--- src/rtl/mpc_muldiv_sequencer_pkg.sv ---
// Shared definitions for the MIPS-style HI/LO multiply/divide sequencer:
// default widths, operation codes and sequencer state encoding.
package mpc_pkg;

  localparam int unsigned MPC_DATA_WIDTH = 32;
  localparam int unsigned MPC_OP_WIDTH   = 3;

  typedef enum logic [2:0] {
    OP_MULT  = 3'd0,
    OP_MULTU = 3'd1,
    OP_DIV   = 3'd2,
    OP_DIVU  = 3'd3,
    OP_MFHI  = 3'd4,
    OP_MFLO  = 3'd5,
    OP_MTHI  = 3'd6,
    OP_MTLO  = 3'd7
  } op_e;

  typedef enum logic [1:0] {
    ST_IDLE  = 2'd0,
    ST_ISSUE = 2'd1,
    ST_WAIT  = 2'd2,
    ST_DRAIN = 2'd3
  } state_e;

endpackage

--- src/rtl/mpc_muldiv_sequencer_wait_counter.sv ---
// Watchdog for the mul/div unit: counts cycles while run is high, clears
// otherwise, saturates at MAX_WAIT and flags the last permitted cycle.
module mpc_wait_counter #(
  parameter int unsigned MAX_WAIT = 64
) (
  input  logic clk,
  input  logic rst,
  input  logic run,
  output logic expire
);

  localparam int unsigned CW = $clog2(MAX_WAIT) + 1;
  localparam logic [CW-1:0] LIMIT = CW'(MAX_WAIT);

  logic [CW-1:0] count;

  always_ff @(posedge clk) begin
    if (rst || !run) begin
      count <= '0;
    end else if (count != LIMIT) begin
      count <= count + CW'(1);
    end
  end

  // High during the MAX_WAIT-th counted cycle; the count reaches MAX_WAIT at its end.
  assign expire = run && (count == LIMIT - CW'(1));

endmodule

--- src/rtl/mpc_muldiv_sequencer.sv ---
// Sequences MULT/DIV requests to a shared mul/div unit and owns the HI/LO
// registers, with flush, divide-by-zero and watchdog handling.
module mpc_muldiv_sequencer
  import mpc_pkg::*;
#(
  parameter int unsigned DATA_WIDTH = MPC_DATA_WIDTH,
  parameter int unsigned OP_WIDTH   = MPC_OP_WIDTH,
  parameter int unsigned MAX_WAIT   = 64
) (
  input  logic                  clk,
  input  logic                  resetn,
  input  logic                  iValid,
  input  logic [OP_WIDTH-1:0]   iOp,
  input  logic [DATA_WIDTH-1:0] iA,
  input  logic [DATA_WIDTH-1:0] iB,
  input  logic                  iFlush,
  output logic                  oReady,
  output logic [DATA_WIDTH-1:0] oResult,
  output logic                  oResultValid,
  output logic                  oUnitValid,
  output logic                  oUnitDiv,
  output logic                  oUnitSign,
  output logic [DATA_WIDTH-1:0] oUnitA,
  output logic [DATA_WIDTH-1:0] oUnitB,
  input  logic                  iUnitReady,
  input  logic [DATA_WIDTH-1:0] iUnitHi,
  input  logic [DATA_WIDTH-1:0] iUnitLo,
  output logic                  oDivZero,
  output logic                  oTimeout
);

  state_e state, state_next;
  op_e    op;

  logic [DATA_WIDTH-1:0] hi, lo;
  logic accept, issue, div_zero, unit_valid, load_hilo, timeout, counting, expire;
  logic mul_op, div_op;

  assign op     = op_e'(iOp[2:0]);
  assign mul_op = (op == OP_MULT) || (op == OP_MULTU);
  assign div_op = (op == OP_DIV)  || (op == OP_DIVU);

  assign counting = (state == ST_WAIT) || (state == ST_DRAIN);

  mpc_wait_counter #(.MAX_WAIT(MAX_WAIT)) u_wait_counter (
    .clk    (clk),
    .rst    (resetn),
    .run    (counting),
    .expire (expire)
  );

  always_ff @(posedge clk) begin
    if (resetn) state <= ST_IDLE;
    else        state <= state_next;
  end

  always_comb begin
    state_next = state;
    accept     = 1'b0;
    issue      = 1'b0;
    div_zero   = 1'b0;
    unit_valid = 1'b0;
    load_hilo  = 1'b0;
    timeout    = 1'b0;
    case (state)
      ST_IDLE: begin
        if (iValid) begin
          accept = 1'b1;
          if (mul_op || (div_op && iB != '0)) begin
            issue      = 1'b1;
            state_next = ST_ISSUE;
          end else if (div_op) begin
            div_zero = 1'b1;
          end
        end
      end
      ST_ISSUE: begin
        unit_valid = !iFlush;
        state_next = iFlush ? ST_IDLE : ST_WAIT;
      end
      ST_WAIT: begin
        // A response wins over the watchdog; the watchdog wins over a flush.
        if (iUnitReady) begin
          load_hilo  = !iFlush;
          state_next = ST_IDLE;
        end else if (expire) begin
          timeout    = 1'b1;
          state_next = ST_IDLE;
        end else if (iFlush) begin
          state_next = ST_DRAIN;
        end
      end
      ST_DRAIN: begin
        if (iUnitReady) begin
          state_next = ST_IDLE;
        end else if (expire) begin
          timeout    = 1'b1;
          state_next = ST_IDLE;
        end
      end
      default: state_next = ST_IDLE;
    endcase
  end

  assign oReady     = (state == ST_IDLE);
  assign oUnitValid = unit_valid;

  always_ff @(posedge clk) begin
    if (resetn) begin
      hi           <= '0;
      lo           <= '0;
      oResult      <= '0;
      oResultValid <= 1'b0;
      oDivZero     <= 1'b0;
      oTimeout     <= 1'b0;
      oUnitA       <= '0;
      oUnitB       <= '0;
      oUnitDiv     <= 1'b0;
      oUnitSign    <= 1'b0;
    end else begin
      oResultValid <= 1'b0;
      oDivZero     <= div_zero;
      oTimeout     <= timeout;
      if (accept) begin
        case (op)
          OP_MFHI: begin oResult <= hi; oResultValid <= 1'b1; end
          OP_MFLO: begin oResult <= lo; oResultValid <= 1'b1; end
          OP_MTHI: hi <= iA;
          OP_MTLO: lo <= iA;
          default: ;
        endcase
      end
      if (issue) begin
        oUnitA    <= iA;
        oUnitB    <= iB;
        oUnitDiv  <= div_op;
        oUnitSign <= (op == OP_MULT) || (op == OP_DIV);
      end
      if (load_hilo) begin
        hi <= iUnitHi;
        lo <= iUnitLo;
      end
    end
  end

endmodule

--- config.mk ---
export PLATFORM = sky130hd
export DESIGN_NAME = mpc_muldiv_sequencer
export DESIGN_NICKNAME = d
export VERILOG_FILES = /design/src/rtl/mpc_muldiv_sequencer_pkg.sv /design/src/rtl/mpc_muldiv_sequencer_wait_counter.sv /design/src/rtl/mpc_muldiv_sequencer.sv
export SDC_FILE = /design/constraint.sdc
export NUM_CORES = 1
export LEC_CHECK = 0
export ABC_CLOCK_PERIOD_IN_PS = 2500
export BUFFER_PORTS_ARGS = -buffer_cell sky130_fd_sc_hd__clkbuf_2
export CORE_MARGIN = 2
export CORE_UTILIZATION = 40
export CTS_BUF_LIST = sky130_fd_sc_hd__clkbuf_8
export CTS_CLUSTER_DIAMETER = 150
export CTS_CLUSTER_SIZE = 16
export DETAILED_ROUTE_END_ITERATION = 7
export MAX_ROUTING_LAYER = met4
export PLACE_DENSITY = 0.62
export SLEW_MARGIN = 15
export SYNTH_ARGS = -nofsm -noshare
export SYNTH_HDL_FRONTEND = slang
export SYNTH_SLANG_ARGS = --single-unit
--- constraint.sdc ---
create_clock -name clk -period 2.5 [get_ports clk]
set_clock_uncertainty 0.05 [all_clocks]
set_input_delay 0.25 -clock clk [delete_from_list [all_inputs] [get_ports clk]]
set_output_delay 0.25 -clock clk [all_outputs]
set_load 0.005 [all_outputs]
==> impl_metrics.ini <==
[run_status]
status = completed

[critical_path]
crit_type = in2reg
path_buf_inv = 3
worstSetupStartpointType = primary input
end_kind = flip-flop
crit_fanout = 28
r2r_cells = 6
critPathSlowestCell = or4_1
worstPathCellList = dlygate4sd3_1 -> clkbuf_2 -> or4_1 -> or3_4 -> buf_4 -> nor4_1 -> a311o_1
reg2reg_from = state[1]
critPathArrivalTime_ns = 2.62
r2r_setup_slack_ns = 0.47
required_ns = 2.84
path_delay_family = simple AND/OR/NAND/NOR gates
r2r-end = hi[3]
cpPeakStageDelay_ns = 0.54

[clock_tree]
cts_buffers = 17
clockBufferDepth = 2
htreeDepth = 4
clk_latency_ns = 0.45
cts_tree = done
cts_root_buffer = clkbuf_8
cts_sinks = 174
clk_pin_slew_worst_paths_ns = 0.09
post_cts_buffers = 0

[grt]
grt_pass1_vias = 8168
antenna_found_initial = 0
grt_usage_pct = 25.4
grt_max_degree = 135
grt-ovfl-total = 0
grt_pass1_wl_um = 43300

[logic_synthesis]
syn_nets = 1098
synth_edf_count = 0
async_flop_share_pct = 0
ys_ff_latch = 174
synth_area_leaders = dfxtp_1, mux2i_1, a211oi_1
yosys_warnings = 0
synth_cells = 960
synth_cell_type_count = 41
yosys.area.top_type_share_pct = 42.4
yosysSeqAreaShare_pct = 42.4
synth_top_area_cell = dfxtp_1
syn-cell-area_um2 = 8220
avgSynthCellArea_um2 = 8.57
synth_ff_type = dfxtp_1

[route]
drt_pass1_iterations = 6
viasPerCell = 5.62
routedWlPerCell_um = 18.2
dr_total_vias = 8441
drtIter0Drc = 565
wl_um = 27400
drc = 0
ant_nets = 0

[floorplan]
fp.dieW_um = 147
start_util_pct = 40.6
die_y_um = 147
core_region_area_um2 = 20200
rows = 52
dieArea_um2 = 21700
io_pins = 239

[sta]
setup_violations = 0
clock.fmax_mhz = 437
setup_slack_ns = 0.213
setup_tns_ns = 0
slew_violations = 0
fin_crit_sh_pct = 91.5
finalCriticalPeriod_ns = 2.29
hold_viol_final = 0
maxSlewHeadroom_pct = 53.6
timing.hold.ws_ns = 0.0338
worstMarginPinSlew_ns = 0.695
rsz0062_at_grt = no

[layout]
mostFrequentLayoutCell = clkbuf_2
filler_cell_count = 1910
instances_no_fill = 1501
area_growth_pct = 32.4
layout_common_cells = clkbuf_2, dfxtp_1, nor2_1, dlygate4sd3_1, mux2i_1
drive_gt1_share_pct = 25.3
n_antenna_cell = 0
layout.nets = 1357

[placed_design]
dp_cells = 1392
dp_hpwl_um = 17200
gp_congestion = 0.784
io_buffers = 238
pre_cts_ws_ns = 0.0330

[run]
cap_violations = 0

[power_and_ir_drop]
powerDensity_nw_per_um2 = 542
p_leak_nw = 4.85
p_total_w = 0.00591
peakVddDrop_mv = 0.306

[hold_path]
worstHoldStart = iUnitHi[16]
hold_end = hi[16]
whs_path_depth = 3
hp-class = in2reg
-- tightest hold or removal path, stage by stage --
cell and delay [ns]:
clkbuf_2 0.08, nor2_1 0.10, a211oi_1 0.05
-- stage by stage --
step	utilization (%)	area, um2
global route	53.8	10900
finish	53.8	10900
CTS	53.6	10800
detailed placement	47.8	9670
floorplan	-	8220
global placement	47.8	9670
-- routing by layer --
| metal | routed length [um] | track usage (%) | share of wire, % | up-vias |
|---|---|---|---|---|
| li1 | - | - | - | 4124 |
| met1 | 12800 | 34.1 | 47 | 4014 |
| met2 | 12700 | 39.6 | 46 | 281 |
| met3 | 1590 | 5.06 | 5.8 | 22 |
| met4 | 297 | 5.96 | 1.1 | 0 |
| met5 | 0 | - | 0 | - |
-- report_power, final --
part | switching [W] | internal [W] | leakage [nW]
logic | 0.000395 | 0.000364 | 3.22
clock network | 0.00109 | 0.00112 | 0.216
registers | 0.0000612 | 0.00288 | 1.41
total | 0.00154 | 0.00436 | 4.85
-- cells by family (layout without fill, tap and decap cells) --
family	after synthesis	in the layout	share of synthesized area (%)
AND/OR/NAND/NOR	369	369	23.1
AO/OA/AOI/OAI	236	236	20.5
flip-flops	174	174	42.4
XOR/XNOR	5	5	0.533
multiplexers	65	65	7.91
adder cells (fa/ha/maj)	2	2	0.304
buffers and inverters	109	380	5.37
-- cells in the mapped netlist (all sizes together) (2+ instances only) --
master,number
nor4b,3
mux2i,65
nor4,11
a31oi,2
a311o,8
buf,15
nand4,36
or3,3
a22oi,33
nor3b,3
dfxtp,174
nor3,4
nand3,60
nor2,88
ha,2
inv,4
o221ai,32
xnor2,2
nor2b,33
o31a,3
xor2,3
nand3b,2
a211oi,64
a21oi,36
nand2,64
clkbuf,89
or4,23
o211ai,21
o21ai,34
and3,35
-- worst max path at each step --
stage | start | endpoint | slack [ns] | cells after the start
5_1_grt | iB[20] | oUnitB[21] | 0.10 | 7
6_report | iB[20] | oUnitB[21] | 0.21 | 7
3_5_place_dp | iB[15] | oUnitB[20] | 0.03 | 6
3_3_place_gp | iB[15] | oUnitB[20] | 0.05 | 6
4_1_cts | iB[18] | oUnitB[26] | 0.02 | 7
2_1_floorplan | iB[15] | oUnitB[27] | 0.43 | 6
-- timing repair --
item                                    in CTS  in global routing
hold buffers                                74                  4
endpoints found under the hold margin       74                  4
gates resized for setup                      0                  1
endpoints found under the setup margin       0                 32
-- layout make-up --
type                    count  area, um2  share of cell area (%)
multi-input cells         677       4340                    39.9
flip-flops and latches    174       3480                    32.0
repair buffers            344       2270                    20.9
well taps                 270        338                    3.10
clock buffers              18        248                    2.28
clock inverters            13        185                    1.70
inverters                   5       18.8                   0.172
-- state kept, by name, indices dropped and copies added, names as in the netlist, 2 cells and up --
register	count
oResult	32
hi	32
state	2
oUnitB	32
lo	32
oUnitA	32
u_wait_counter.count	7
No activity file was read; power rests on OpenSTA's default activity.
